File: src/rtl/adq_seq_ctrl.sv
// Burst acquisition sequencer: START -> WAIT_EOC -> WRITE (-> GAP) per sample, DONE after N samples.
// Optional WAIT_EOC timeout with sticky err is enabled by defining ADQ_TIMEOUT_EN.
module adq_seq_ctrl #(
    parameter int unsigned DATA_W      = 32,
    parameter int unsigned ADD_S       = 8,
    parameter int unsigned GAP_W       = 16,
    parameter int unsigned TIMEOUT_CYC = 64
) (
    input  logic              clk,
    input  logic              rst,
    input  logic              init,
    input  logic [ADD_S-1:0]  n_samples,
    input  logic [GAP_W-1:0]  gap,
    input  logic              eoc,
    input  logic [DATA_W-1:0] adc_data,
    output logic              sc,
    output logic              cs,
    output logic              mem_wr,
    output logic [ADD_S-1:0]  mem_add,
    output logic [DATA_W-1:0] mem_din,
    output logic              busy,
    output logic              ack,
    output logic              err
);

    typedef enum logic [2:0] {
        IDLE,
        START,
        WAIT_EOC,
        WRITE,
        GAP,
        DONE
    } state_t;

    state_t state, state_nx;

    logic [ADD_S-1:0] n_lat;
    logic [ADD_S-1:0] last_idx;
    logic [GAP_W-1:0] gap_lat;
    logic [GAP_W-1:0] gap_cnt;
    logic             timeout;

    if (TIMEOUT_CYC < 1) begin : g_bad_timeout
        $error("adq_seq_ctrl: TIMEOUT_CYC must be at least 1");
    end

    // n=0 wraps to all-ones, which is exactly the 2**ADD_S-sample case
    assign last_idx = n_lat - ADD_S'(1);

    always_ff @(posedge clk) begin
        if (rst) begin
            state <= IDLE;
        end else begin
            state <= state_nx;
        end
    end

    always_comb begin
        state_nx = state;
        sc       = 1'b0;
        cs       = 1'b0;
        mem_wr   = 1'b0;
        busy     = 1'b1;
        ack      = 1'b0;
        case (state)
            IDLE: begin
                busy = 1'b0;
                if (init) begin
                    state_nx = START;
                end
            end
            START: begin
                sc       = 1'b1;
                cs       = 1'b1;
                state_nx = WAIT_EOC;
            end
            WAIT_EOC: begin
                cs = 1'b1;
                if (eoc) begin
                    state_nx = WRITE;
                end else if (timeout) begin
                    state_nx = DONE;
                end
            end
            WRITE: begin
                mem_wr = 1'b1;
                if (mem_add == last_idx) begin
                    state_nx = DONE;
                end else if (gap_lat == '0) begin
                    state_nx = START;
                end else begin
                    state_nx = GAP;
                end
            end
            GAP: begin
                if (gap_cnt == GAP_W'(1)) begin
                    state_nx = START;
                end
            end
            DONE: begin
                ack      = 1'b1;
                state_nx = IDLE;
            end
            default: state_nx = IDLE;
        endcase
    end

    always_ff @(posedge clk) begin
        if (rst) begin
            mem_add <= '0;
            mem_din <= '0;
            n_lat   <= '0;
            gap_lat <= '0;
            gap_cnt <= '0;
        end else begin
            case (state)
                IDLE: begin
                    if (init) begin
                        n_lat   <= n_samples;
                        gap_lat <= gap;
                        mem_add <= '0;
                    end
                end
                WAIT_EOC: begin
                    if (eoc) begin
                        mem_din <= adc_data;
                    end
                end
                WRITE: begin
                    if (mem_add != last_idx) begin
                        mem_add <= mem_add + ADD_S'(1);
                        gap_cnt <= gap_lat;
                    end
                end
                GAP: gap_cnt <= gap_cnt - GAP_W'(1);
                default: ;
            endcase
        end
    end

`ifdef ADQ_TIMEOUT_EN
    localparam int unsigned TO_W = $clog2(TIMEOUT_CYC + 1);

    logic [TO_W-1:0] to_cnt;
    logic            err_q;

    // to_cnt counts completed eoc-less WAIT_EOC cycles; the TIMEOUT_CYC-th one aborts
    assign timeout = (to_cnt == TO_W'(TIMEOUT_CYC - 1));
    assign err     = err_q;

    always_ff @(posedge clk) begin
        if (rst) begin
            to_cnt <= '0;
            err_q  <= 1'b0;
        end else begin
            if (state != WAIT_EOC) begin
                to_cnt <= '0;
            end else if (!eoc) begin
                to_cnt <= to_cnt + TO_W'(1);
            end
            if (state == IDLE && init) begin
                err_q <= 1'b0;
            end else if (state == WAIT_EOC && !eoc && timeout) begin
                err_q <= 1'b1;
            end
        end
    end
`else
    assign timeout = 1'b0;
    assign err     = 1'b0;
`endif

endmodule

File: config.mk
export PLATFORM = sky130hd
export DESIGN_NAME = adq_seq_ctrl
export DESIGN_NICKNAME = d
export VERILOG_FILES = /design/src/rtl/adq_seq_ctrl.sv
export SDC_FILE = /design/constraint.sdc
export NUM_CORES = 1
export LEC_CHECK = 0
export ABC_CLOCK_PERIOD_IN_PS = 5900
export CORE_UTILIZATION = 52
export DETAILED_ROUTE_END_ITERATION = 10
export PLACE_DENSITY = 0.85
export RECOVER_POWER = 50
export SYNTH_ARGS = -nofsm -noshare
export SYNTH_HDL_FRONTEND = slang
export SYNTH_SLANG_ARGS = --single-unit
export TNS_END_PERCENT = 50
File: constraint.sdc
create_clock -name clk -period 5.9 [get_ports clk]
set_input_delay 1.18 -clock clk [delete_from_list [all_inputs] [get_ports clk]]
set_output_delay 1.18 -clock clk [all_outputs]
set_load 0.02 [all_outputs]
==> reports/qor.txt, run 1 <==
Outcome = finished, violations left
Violated checks = capacitance limit, slew limit
Cell row count = 31
Post-CTS setup buffers = 0
Reg-to-reg startpoint = n_lat[0]
R2r worst-path depth = 8
Per-cell routed wire length = 15.0 um
Yosys reg bits = 83
Starting Density = 53.6%
Worst Hold Class = flip-flop to flip-flop
Antenna Violating Nets Remaining = 0
Post-synth ARST share = 0%
Design area = 5090 um2
Mapped cell area = 3870 um2
Clk Tree Root Cell = clkbuf_8
Die height = 88.2 um
Routed WL = 10300 um
CP max FO = 19
Total CTS buffers = 9
Fmax achieved = 246 MHz
Hold Slack = 453 ps
Tmin final = 4060 ps
Post-DP Area = 4880 um2
Worst-skew pair later-pin latency = 350 ps
Least-Margin Pin Slew = 2000 ps
Clock sinks = 83
CORE AREA = 7210 um2
Fin crit share = 68.8%
Starting DRT DRC Count = 275
Endpoints failing setup = 0
Final Hold Fails = 0
Routed via count = 3858
Unrepaired setup endpoints after global routing = false
Slew Viols, Final = 48
Main synth FF type = dfxtp_1
Clk_skew = 8.08 ps
Reg2reg setup slack = 2920 ps
Worst path required time = 4720 ps
Syn_nets = 557
R2R Path End = gap_cnt[15]
Max_slew headroom = -33.4%
Post-CTS sizing = 0
Area growth from synthesis to layout = 31.7%
GP Congestion = 0.918
Ant. Diodes = 0
CP Launch Point = state[2]
Critical path endpoint category = primary output
Yosys warnings = 0
Fin nets = 643
Pwr/cell area = 289 nW/um2
Library cells used by synthesis = 55
Die Width = 88.2 um
Hold path cells = 2
First-pass GRT wire length = 16600 um
Sequential area share after synthesis = 43.0%
Clock Tree Buf Depth = 2
Hold Buf Count CTS = 0
LEAKAGE = 1.91 nW
GRT Total Usage = 27.5%
Final routed DRC violation total = 0
# port buffers = 104
Hold Crit Start = mem_din[18]
Setup TNS = 0 ps
Total grt overflow = 0
Hold Path End = mem_din[18]
CTS H-Tree Depth = 3
Syn_area_per_cell = 7.84 um2
CTS tree = yes
Initial antenna violation count = 0
Share of cells above drive strength 1 = 4.62%
Crit path kind = flip-flop to primary output
Pin count of the biggest net entering global routing = 48
Die Area = 7780 um2
Worst VDD drop = 0.000179 V
Vias per inst = 5.65
Vias in the first global route = 3625
DR pass1 iterations = 4
Worst setup SP type = flip-flop
Max-Cap Viols = 1
Clock Pin Slew Worst Setup and Hold Paths = 80 ps
Number of I/O pins = 106
CP arrival = 2880 ps
Synth Instances = 493
DPL Wire Length = 7380 um
Number of synthesized flops with an enable pin = 0
## cells in the final DEF (no fill, tap or decap), types with 5 or more instances in the layout
cell	n
nor2_1	18
xor2_1	7
clkbuf_8	9
o21a_1	5
a31oi_1	10
o31ai_1	6
dlygate4sd3_1	37
nand3_1	17
dfxtp_1	83
nand2_1	133
and3_1	6
nor3_1	13
a21oi_1	76
o21ai_0	7
xnor2_1	6
nor4_1	10
clkdlybuf4s50_1	66
inv_1	7
## sequential cells by signal (all words and copies together) (netlist names)
register  flops
mem_din      32
gap_cnt      16
gap_lat      16
mem_add       8
n_lat         8
state         3
## layout make-up
type	count	area, um2
Fill cell	576	2120
Multi-Input combinational cell	371	2010
Sequential cell	83	1660
Timing Repair Buffer	106	1050
Clock buffer	10	128
Tap cell	99	124
Clock inverter	6	88.8
Inverter	8	30.0
## how the worst max path moves through the flow
stage | endpoint | slack [ps] | depth (start not counted)
final | mem_wr | 1840 | 3
after global routing | mem_wr | 1680 | 3
after CTS | mem_wr | 1900 | 3
after detailed placement | mem_wr | 2290 | 3
after global placement | mem_wr | 2320 | 3
after floorplan | mem_wr | 3420 | 4
## critical path, stage by stage, from the launching register on
cell and delay (ps):
dfxtp_1 520, nand3b_1 600, clkinv_1 700, clkdlybuf4s50_1 710
## cell families (layout without fill, tap and decap cells)
logic type / Yosys count / count (layout) / synth area share, %
and+or+nand+nor: 221 / 221 / 26.5
AOI/OAI and AO/OA: 127 / 127 / 19.9
DFF: 83 / 83 / 43.0
buffers and inverters: 39 / 130 / 4.85
xor gates and xnor gates: 13 / 13 / 2.95
muxes: 5 / 5 / 1.42
adders and majority gates: 4 / 4 / 1.29
other: 1 / 1 / 0.0970
## power breakdown
group	switching (mW)	total [mW]	leakage, nW	internal [mW]
registers	0.0517	0.659	0.674	0.607
clock network	0.208	0.447	0.103	0.239
logic	0.207	0.364	1.13	0.156
## per-stage QoR
step	utilization, %	total power [mW]	std cells	setup slack, ps
2_1_floorplan	-	0.900	493	3420
3_3_place_gp	67.7	1.02	667	2320
3_5_place_dp	67.7	1.04	667	2290
4_1_cts	70.7	1.48	683	1900
5_1_grt	70.6	1.55	683	1680
6_report	70.6	1.47	683	1840
## Yosys cell counts (3+ instances only)
cell type | number | area, um2
nand2_1 | 133 | 499
dfxtp_1 | 83 | 1660
a21oi_1 | 76 | 380
clkbuf_1 | 25 | 93.8
nor2_1 | 18 | 67.6
nand3_1 | 16 | 80.1
nor3_1 | 13 | 65.1
a31oi_1 | 10 | 62.6
nor4_1 | 10 | 62.6
inv_1 | 7 | 26.3
o21ai_0 | 7 | 35.0
xor2_1 | 7 | 61.3
and3_1 | 6 | 37.5
o31ai_1 | 6 | 45.0
xnor2_1 | 6 | 52.6
o21a_1 | 5 | 37.5
ha_1 | 4 | 50.1
mux2_2 | 4 | 45.0
a211oi_1 | 3 | 22.5
and2_1 | 3 | 18.8
o211ai_1 | 3 | 22.5
or3_1 | 3 | 18.8
or4_1 | 3 | 22.5
## layer usage
layer	routed length (um)	global-route usage, %
met2	5040	45.2
met5	0	0
met3	821	8.58
met1	4260	33.6
met4	156	11.0
(Power assumes the default switching activity.)
==> run 2: changes to the inputs <==
--- a/config.mk
+++ b/config.mk
@@ -5,10 +5,10 @@
 export SDC_FILE = /design/constraint.sdc
 export NUM_CORES = 1
 export LEC_CHECK = 0
-export ABC_CLOCK_PERIOD_IN_PS = 5900
-export CORE_UTILIZATION = 52
+export ABC_CLOCK_PERIOD_IN_PS = 3400
+export CORE_UTILIZATION = 44
 export DETAILED_ROUTE_END_ITERATION = 10
-export PLACE_DENSITY = 0.85
+export PLACE_DENSITY = 0.77
 export RECOVER_POWER = 50
 export SYNTH_ARGS = -nofsm -noshare
 export SYNTH_HDL_FRONTEND = slang
==> constraint.sdc (replaced) <==
create_clock -name clk -period 3.4 [get_ports clk]
set_input_delay 0.68 -clock clk [delete_from_list [all_inputs] [get_ports clk]]
set_output_delay 0.68 -clock clk [all_outputs]
set_load 0.02 [all_outputs]
==> reports/qor.txt, run 2 (synthesis gave the netlist of run 1 again) <==
DPL Wire Length = 7370 um
# port buffers = 104
Crit path kind = flip-flop to flip-flop
Final routed DRC violation total = 0
CORE AREA = 8340 um2
GP Congestion = 0.907
Cell row count = 33
Slew Viols, Final = 0
Met2 WL post-DR = 4740 um
Ant. Diodes = 0
Fin crit share = 77.6%
Tot Pwr = 2.41 mW
Clock Tree Buf Depth = 2
Largest Register = mem_din
R2R Path End = gap_cnt[15]
Endpoints failing setup = 0
Max_slew headroom = 2.48%
Pin count of the biggest net entering global routing = 33
Reg2reg setup slack = 760 ps
Outcome = completed
Unrepaired setup endpoints after global routing = false
Pwr/cell area = 474 nW/um2
Initial antenna violation count = 0
Placed Cells = 677
Number of I/O pins = 106
Most frequent cells in the layout = 133 x nand2_1, 83 x dfxtp_1, 76 x a21oi_1
DR pass1 iterations = 4
Post-DP Area = 4920 um2
CTS H-Tree Depth = 3
Die Width = 95.7 um
Clk_skew = 16.6 ps
CTS tree = yes
Starting DRT DRC Count = 159
Total CTS buffers = 9
Tmin final = 2640 ps
Antenna Violating Nets Remaining = 0
First-pass GRT wire length = 16800 um
LEAKAGE = 1.87 nW
Total grt overflow = 0
Fin util = 61.0%
Share of cells above drive strength 1 = 5.27%
Hold Slack = 455 ps
Routed WL = 10000 um
Routed via count = 3791
CP max FO = 14
Starting Density = 46.4%
Area growth from synthesis to layout = 31.6%
Worst path required time = 3570 ps
Hold Buf Count CTS = 0
Least-Margin Pin Slew = 1460 ps
GRT Total Usage = 23.4%
Hold path cells = 2
Regs by FF count = mem_din x32, gap_cnt x16, gap_lat x16
Final Hold Fails = 0
Worst-skew pair later-pin latency = 360 ps
Die height = 95.7 um
FILL cells = 750
Reg-to-reg startpoint = n_lat[0]
Hold Path End = mem_din[0]
Die Area = 9170 um2
Worst Slack Setup Final = 761 ps
Post-CTS sizing = 0
Max reg flops = 32
Post-CTS setup buffers = 0
Per-cell routed wire length = 14.4 um
Vias per inst = 5.47
R2r worst-path depth = 8
Vias in the first global route = 3551
Commonest non-fill, non-tap cell in the layout = nand2_1
WL met3 = 1000 um
Final Instance Count excl. Fillers = 693
Post-Place Setup Slack = 833 ps
Highest routed layer = met4
Setup TNS = 0 ps
Fin nets = 647
Worst Hold Class = flip-flop to flip-flop
Clock Pin Slew Worst Setup and Hold Paths = 90 ps
Worst setup SP type = flip-flop
Hold Crit Start = mem_din[0]
Clock sinks = 83
Met1 wire length = 4140 um
Worst VDD drop = 0.000280 V
CP arrival = 2810 ps
Fmax achieved = 379 MHz
Max-Cap Viols = 0
Critical path endpoint category = flip-flop
Design area = 5090 um2
Clk Tree Root Cell = clkbuf_8
run 2: changes by cell type in the layout (fill, tap and decap cells not counted), moves of 2 or more:
cell	change
clkdlybuf4s50_1	+9
dlygate4sd3_1	-9
buf_4	+3
bufinv_16	-2
run 2: critical path, stage by stage (launching register included):
cell	delay [ps]
dfxtp_1	430
inv_1	70
ha_1	240
and2_1	200
o21a_1	190
o31ai_1	420
nand3_2	410
nand2_1	390
a211oi_1	120
run 2: worst max-delay path by stage:
stage | start | endpoint | slack (ps) | depth (start not counted)
detailed placement | n_lat[0] | gap_cnt[15] | 830 | 8
CTS | state[2] | mem_wr | 770 | 4
finish | n_lat[0] | gap_cnt[15] | 760 | 8
global placement | n_lat[0] | gap_cnt[15] | 910 | 8
global route | n_lat[0] | gap_cnt[15] | 590 | 8
floorplan | n_lat[0] | mem_add[1] | 1160 | 9
run 2: final cells by class:
cell class	instances	area, um2	area share [%]
Clock inverter	6	48.8	0.959
Clock buffer	10	128	2.51
Inverter	8	30.0	0.590
Sequential cell	83	1660	32.7
Tap cell	105	131	2.58
Timing Repair Buffer	110	1070	21.1
Multi-Input combinational cell	371	2020	39.6
run 2: power by group:
group | switching [mW] | internal, mW
combinational | 0.350 | 0.276
clock | 0.374 | 0.272
sequential | 0.0892 | 1.05
run 2: layer usage:
metal / track usage (%) / up-vias
met5: 0 / -
met4: 7.09 / 0
met3: 8.45 / 13
met2: 38.3 / 140
met1: 28.7 / 1733
li1: - / 1905
==> run 3: changes to the inputs <==
--- a/config.mk
+++ b/config.mk
@@ -5,7 +5,7 @@
 export SDC_FILE = /design/constraint.sdc
 export NUM_CORES = 1
 export LEC_CHECK = 0
-export ABC_CLOCK_PERIOD_IN_PS = 3400
+export ABC_CLOCK_PERIOD_IN_PS = 2400
 export CORE_UTILIZATION = 44
 export DETAILED_ROUTE_END_ITERATION = 10
 export PLACE_DENSITY = 0.77
==> constraint.sdc (replaced) <==
create_clock -name clk -period 2.4 [get_ports clk]
set_input_delay 0.48 -clock clk [delete_from_list [all_inputs] [get_ports clk]]
set_output_delay 0.48 -clock clk [all_outputs]
set_load 0.02 [all_outputs]
==> reports/qor.txt, run 3 (synthesis gave the netlist of run 1 again) <==
Outcome = completed
Worst VDD drop = 0.000407 V
Unrepaired setup endpoints after global routing = false
Combinational share of power = 26.0%
Most frequent cells in the layout = 132 x nand2_1, 97 x clkdlybuf4s50_1, 81 x dfxtp_1
Worst Hold Class = flip-flop to flip-flop
Commonest non-fill, non-tap cell in the layout = nand2_1
Int Pwr = 2.40 mW
Per-cell routed wire length = 14.4 um
Pwr/cell area = 689 nW/um2
Routed via count = 3827
First-pass GRT wire length = 17000 um
Fmax achieved = 440 MHz
Max-Cap Viols = 0
LEAKAGE = 1.85 nW
Die Width = 95.7 um
Hold Buf Count CTS = 0
Die height = 95.7 um
Total net switching power = 1.17 mW
Sw frac = 32.7%
Highest routed layer = met4
Reg-to-reg startpoint = n_lat[0]
Cell row count = 33
Clk Tree Root Cell = clkbuf_8
Reg2reg setup slack = 130 ps
WL met3 = 834 um
Pin count of the biggest net entering global routing = 50
CTS H-Tree Depth = 3
Number of I/O pins = 106
Critical path endpoint category = flip-flop
Total grt overflow = 0
Hold Slack = 457 ps
Final Hold Fails = 0
CORE AREA = 8340 um2
Clock group share of total power = 28.8%
Worst setup SP type = flip-flop
Vias per inst = 5.47
Fin nets = 653
Clock Pin Slew Worst Setup and Hold Paths = 90 ps
Initial antenna violation count = 0
CP max FO = 22
Reg power frac = 45.3%
Endpoints failing setup = 0
Regs by FF count = mem_din x32, gap_cnt x16, gap_lat x16
Hold Crit Start = mem_din[5]
GRT Total Usage = 23.8%
Clock Tree Buf Depth = 2
Worst-skew pair later-pin latency = 360 ps
CP arrival = 2570 ps
Worst path required time = 2690 ps
Starting DRT DRC Count = 169
DPL Wire Length = 7300 um
Met2 WL post-DR = 4600 um
Antenna Violating Nets Remaining = 0
GP Congestion = 0.943
CTS tree = yes
Ant. Diodes = 0
Clock sinks = 83
Max_slew headroom = 20.5%
Routed WL = 10000 um
Fin crit share = 94.7%
Share of cells above drive strength 1 = 7.07%
Post-Place Setup Slack = 112 ps
Area growth from synthesis to layout = 34.1%
Post-CTS setup buffers = 0
CP Launch Point = n_lat[0]
Total CTS buffers = 9
DR pass1 iterations = 4
Die Area = 9170 um2
Vias in the first global route = 3618
# port buffers = 104
Largest Register = mem_din
Least-Margin Pin Slew = 1190 ps
Max reg flops = 32
Met1 wire length = 4430 um
Slew Viols, Final = 0
Crit path kind = flip-flop to flip-flop
Clk_skew = 11.9 ps
Final routed DRC violation total = 0
Starting Density = 46.4%
Setup TNS = 0 ps
Tmin final = 2270 ps
Worst Slack Setup Final = 126 ps
run 3: worst paths after layout:
path	endpoint	cells after the start
max	mem_add[7]	9
min	mem_din[5]	2
max reg2reg	mem_add[7]	9
min reg2reg	mem_din[5]	2
run 3: critical path: stages (launching register included):
cell      delay, ps
dfxtp_1         350
inv_1            50
ha_1            240
and2_1          210
a211oi_1        230
o31ai_1         100
buf_4           160
and3_4          220
or4_1           510
a21oi_1         140
run 3: repair_timing:
action	CTS	global route
resized for setup	0	4
setup endpoints to repair	0	12
hold endpoints to repair	0	0
run 3: power groups by stage:
| stage | combinational (mW) | clock (mW) | sequential [mW] |
|---|---|---|---|
| finish | 0.928 | 1.03 | 1.62 |
| global placement | 0.910 | 0 | 1.64 |
| detailed placement | 0.928 | 0 | 1.65 |
| CTS | 0.932 | 1.04 | 1.61 |
| global route | 1.03 | 1.11 | 1.64 |
| floorplan | 0.568 | 0 | 1.64 |
run 3: routing by layer:
layer / vias to the layer above / global-route usage, %
met2: 126 / 38.2
met4: 0 / 9.58
met5: - / 0
li1: 1916 / -
met1: 1767 / 29.9
met3: 18 / 6.87
run 3: cell type report:
class | count | area, um2
Inverter | 8 | 30.0
Sequential cell | 83 | 1660
Tap cell | 105 | 131
Fill cell | 726 | 3160
Clock inverter | 6 | 71.3
Multi-Input combinational cell | 371 | 2030
Timing Repair Buffer | 116 | 1130
Clock buffer | 10 | 128
run 3: metrics by stage:
step                      utilization [%]  instance area, um2  power [mW]  std cells
after floorplan                         -                3870        2.21        493
after global placement               59.7                4980        2.55        683
after detailed placement             59.7                4980        2.57        683
after CTS                            62.1                5180        3.59        699
after global routing                 62.2                5180        3.78        699
final                                62.2                5180        3.57        699
==> RTL change 1 (flow settings as in run 1) <==
Set the parameter `GAP_W` to 18 (it was 16).
--- a/src/rtl/adq_seq_ctrl.sv
+++ b/src/rtl/adq_seq_ctrl.sv
@@ -3,7 +3,7 @@
 module adq_seq_ctrl #(
     parameter int unsigned DATA_W      = 32,
     parameter int unsigned ADD_S       = 8,
-    parameter int unsigned GAP_W       = 16,
+    parameter int unsigned GAP_W       = 18,
     parameter int unsigned TIMEOUT_CYC = 64
 ) (
     input  logic              clk,
Ports: changed (resized gap); port bits go from 106 to 108. The function was not compared with the original's and may differ.
==> RTL change 1 against run 1 <==
The flow still finishes with violations (max-capacitance violations, max-slew violations); sequential cell count grew 4; maximum frequency is 7.4% lower; count of clock-buffer cells in the layout decreased by 1; routed wire length is 3.8% lower; synthesized area up 2.5%; clock skew grew 1.3 ps; power down 0.90%; design area is 2.2% higher; worst setup slack worse by 320 ps; clock power fell by 15%.
==> RTL change 1: results (changes against run 1) <==
total wire length - 9.883 mm (-3.8%)
Post-synth top cells - nand2_1, dfxtp_1, a21oi_1
Post-Syn Nets - 570 (+2.3%)
CTS Buffer Depth - 2 (unchanged)
Worst-path clk slew - 100 ps (+20 ps)
initial DRC count - 204 (-26%)
vias in the first global route - 3,509 (-3.2%)
first-pass GRT wire length - 15.81 mm (-5.0%)
first-pass iteration count of the detailed router - 4 (unchanged)
routability cong. - 0.8650 (-5.7%)
Wirelength per Cell - 14.20 µm (-5.6%)
Crit path arrival time - 4620 ps (+1740 ps)
fraction of registers with async set/reset - 0 (unchanged)
CP max FO - 79 (+60)
fillers - 600 (+4.2%)
R2R depth - 9 (+1)
sequential-to-total area share from yosys stat - 0.4394 (+0.009620)
CP peak stage delay - 2410 ps (+1700 ps)
via count - 3,798 (-1.6%)
gr usage total - 0.2545 (-0.02071)
hold crit path type - reg -> reg
slowest stage cell on the critical path - clkbuf_1
largest net degree at the start of global routing - 80 (+67%)
Yosys Warn Count - 0 (unchanged)
synth top area cells - dfxtp_1, nand2_1, a21oi_1
number of max-cap violations - 1 (unchanged)
port bufs - 106 (+1.9%)
Worst-Skew Late Latency - 360 ps
skew final - 9.414 ps (+1.333 ps)
Slew @ Worst Pin - 3424 ps (+1423 ps)
placed cell area - 0.005024 mm² (+2.9%)
VDD IR max - 0.0001610 V (-9.9%)
DP HPWL - 7.055 mm (-4.4%)
Slew Viols, Final - 80 (+67%)
post-CTS setup buffer count - 0 (unchanged)
Pleak - 0.001938 µW (+1.6%)
number of library cell types mapped by synthesis - 57 (+3.6%)
share of cells above drive strength 1 - 0.04858 (+0.002343)
failing checks - max-capacitance violations, max-slew violations
biggest regs - mem_din: 32 flops, gap_cnt: 18 flops, gap_lat: 18 flops
status - finished, violations left
NumNets Final - 658 (+2.3%)
placed insts - 680 (+1.9%)
Syn Inst Count - 504 (+2.2%)
delay-heaviest family, CP - buffers and inverters
## RTL change 1: cell types whose count changed in the layout (fill, tap and decap cells not counted), sizes merged, moves of 3 or more
cell,change
inv,+11
nor4,-7
a21oi,+6
a31oi,-5
nand2,-5
and3,-4
dfxtp,+4
mux2,-4
a211oi,+3
mux2i,+3
o21a,-3
or4,+3
## RTL change 1: kinds of logic (layout without fill, tap and decap cells)
logic type | Yosys count | count (layout) | share of synthesized area
AO/OA/AOI/OAI | 125 | 125 | 0.1932
other | 1 | 1 | 0.0009461
adder cells (fa/ha/maj) | 4 | 4 | 0.01263
buffers and inverters | 48 | 141 | 0.05019
AND/OR/NAND/NOR | 220 | 220 | 0.2604
multiplexers | 4 | 4 | 0.01010
flip-flops | 87 | 87 | 0.4394
XOR/XNOR | 15 | 15 | 0.03314
## RTL change 1: worst paths after layout
path                            slack (ps)                    start                 endpoint
worst max-delay path                  1520                      rst  mem_add[3]$_SDFFE_PP0P_
worst min-delay path                   460  mem_din[0]$_SDFFE_PP0P_  mem_din[0]$_SDFFE_PP0P_
worst max register to register        3090    n_lat[0]$_SDFFE_PP0P_  gap_cnt[6]$_SDFFE_PP0P_
worst min register to register         460  mem_din[0]$_SDFFE_PP0P_  mem_din[0]$_SDFFE_PP0P_
## RTL change 1: worst min-delay path, stage by stage (launching register included)
cell	delay [ps]
dfxtp_1	320
nand2_1	50
a21oi_1	50
## RTL change 1: cell type report
class	count	area share
clock inverters	7	0.01107
inverters	17	0.01227
well taps	99	0.02382
clock buffers	9	0.02382
flip-flops and latches	87	0.3349
multi-input cells	369	0.3890
repair buffers	108	0.2052
## RTL change 1: per-layer routing
layer  up-vias  GRT usage  routed length [µm]
met5         -          0                   0
met4         0    0.09957                 148
met3        14    0.04155                 537
met2       112     0.4365                5023
met1      1758     0.3208                4173
li1       1914          -                   -
## RTL change 1: report_power, final
group | switching (µW) | internal, µW | total [µW]
Clock | 223 | 158 | 381
Sequential | 50.4 | 638 | 688
Combinational | 216 | 171 | 387
Total | 489 | 967 | 1460
## RTL change 1: stage by stage
stage               total power, µW  hold WS (ps)    util  setup slack, ps
detailed placement             1091         448.7  0.6889             2864
floorplan                     953.1         436.3       -             3558
CTS                            1467         462.7  0.7138             2470
global placement               1078         440.3  0.6889             2892
global route                   1538         472.0  0.7133             1213
finish                         1456         458.3  0.7133             1515
==> RTL change 2 (flow settings as in run 1) <==
Made on the original files. Encoding of `state_t`: now one-hot (6 bits for 6 states).
--- a/src/rtl/adq_seq_ctrl.sv
+++ b/src/rtl/adq_seq_ctrl.sv
@@ -23,13 +23,13 @@
     output logic              err
 );
 
-    typedef enum logic [2:0] {
-        IDLE,
-        START,
-        WAIT_EOC,
-        WRITE,
-        GAP,
-        DONE
+    typedef enum logic [5:0] {
+        IDLE     = 6'b000001,
+        START    = 6'b000010,
+        WAIT_EOC = 6'b000100,
+        WRITE    = 6'b001000,
+        GAP      = 6'b010000,
+        DONE     = 6'b100000
     } state_t;
 
     state_t state, state_nx;
Formal check against the unedited RTL: no difference found for any inputs over 10 cycles, from zero or initial values and one cycle with rst high; not proved beyond that.
==> RTL change 2 against run 1 <==
The run still ends with max-capacitance violations, max-slew violations left; critical path depth grew 2; sequential cell count up 3; synthesized area is 1.2% lower; routed wire length is 7.0% lower; worst setup slack improved by 120 ps; maximum frequency is 3.2% higher; final cell count is 0.44% lower; power up 2.3%; design area down 0.76%; critical endpoint is now state[1]$_SDFFE_PP0P_; largest cell class unchanged; largest power group unchanged.
==> RTL change 2: results (changes against run 1) <==
Post-Syn Nets - 556 (-0.18%)
minimum clock period - 3935 ps (-124.9 ps)
first-pass iteration count of the detailed router - 5 (+1)
Min Hold Slack - 454.3 ps (+0.8990 ps)
placed cell area - 0.004846 mm² (-0.77%)
WS Path Type - in -> reg
Post-synth top cells - nand2_1, a21oi_1, dfxtp_1
synth top area cells - dfxtp_1, nand2_1, a21oi_1
wire length on met2 - 4.562 mm (-9.4%)
Via density - 5.538 (-2.0%)
Wirelength per Cell - 14.04 µm (-6.6%)
status - finished, violations left
share of cells above drive strength 1 - 0.04795 (+0.001712)
number of max-cap violations - 2 (+1)
Routed met1 length - 3.959 mm (-7.0%)
Worst Hold End - mem_din[21]$_SDFFE_PP0P_
fraction of synthesized area in multiplexers - 0 (-0.01424)
largest net degree at the start of global routing - 50 (+4.2%)
DP HPWL - 6.781 mm (-8.2%)
Crit path arrival time - 4170 ps (+1290 ps)
Slew Viols, Final - 83 (+73%)
M3 GR Usage - 0.1103 (+0.02445)
top cell type's share of synthesized area - 0.4507 (+0.02093)
clk pwr - 429 µW (-4%)
CP max FO - 49 (+30)
XOR/XNOR Fraction of Synth Area - 0.02522 (-0.004229)
failing checks - max-capacitance violations, max-slew violations
number of library cell types mapped by synthesis - 52 (-5.5%)
worst r2r dst - gap_cnt[7]$_SDFFE_PP0P_
wire length on met3 - 929 µm (+13%)
r2r setup slk - 2800 ps (-120 ps)
Place WS - 2628 ps (+342.5 ps)
RTL change 2: cell count changes after synthesis, sizes merged, moves of 4 or more:
cell / change
o31ai: -5
a31oi: -7
mux2: -4
or3: +7
and3: -5
nand2: -4
o211ai: +4
nor2: +4
nand3: -4
inv: +4
a21oi: +18
RTL change 2: through the flow:
step / util / total power (µW) / instances
after detailed placement: 0.6978 / 1084 / 664
after floorplan: - / 957.8 / 492
final: 0.7274 / 1503 / 680
after CTS: 0.7281 / 1507 / 680
after global routing: 0.7274 / 1587 / 680
after global placement: 0.6978 / 1067 / 664
RTL change 2: final cells by class:
type	count	area share
repair buffers	106	0.2071
well taps	96	0.02378
clock inverters	4	0.01090
clock buffers	12	0.03072
multi-input cells	365	0.3785
flip-flops and latches	86	0.3408
inverters	11	0.008174
RTL change 2: critical path, stage by stage:
cell and delay [ps]:
clkbuf_1 1030, clkbuf_1 1550, nor2_1 130, nand2_1 190
a31oi_1 50
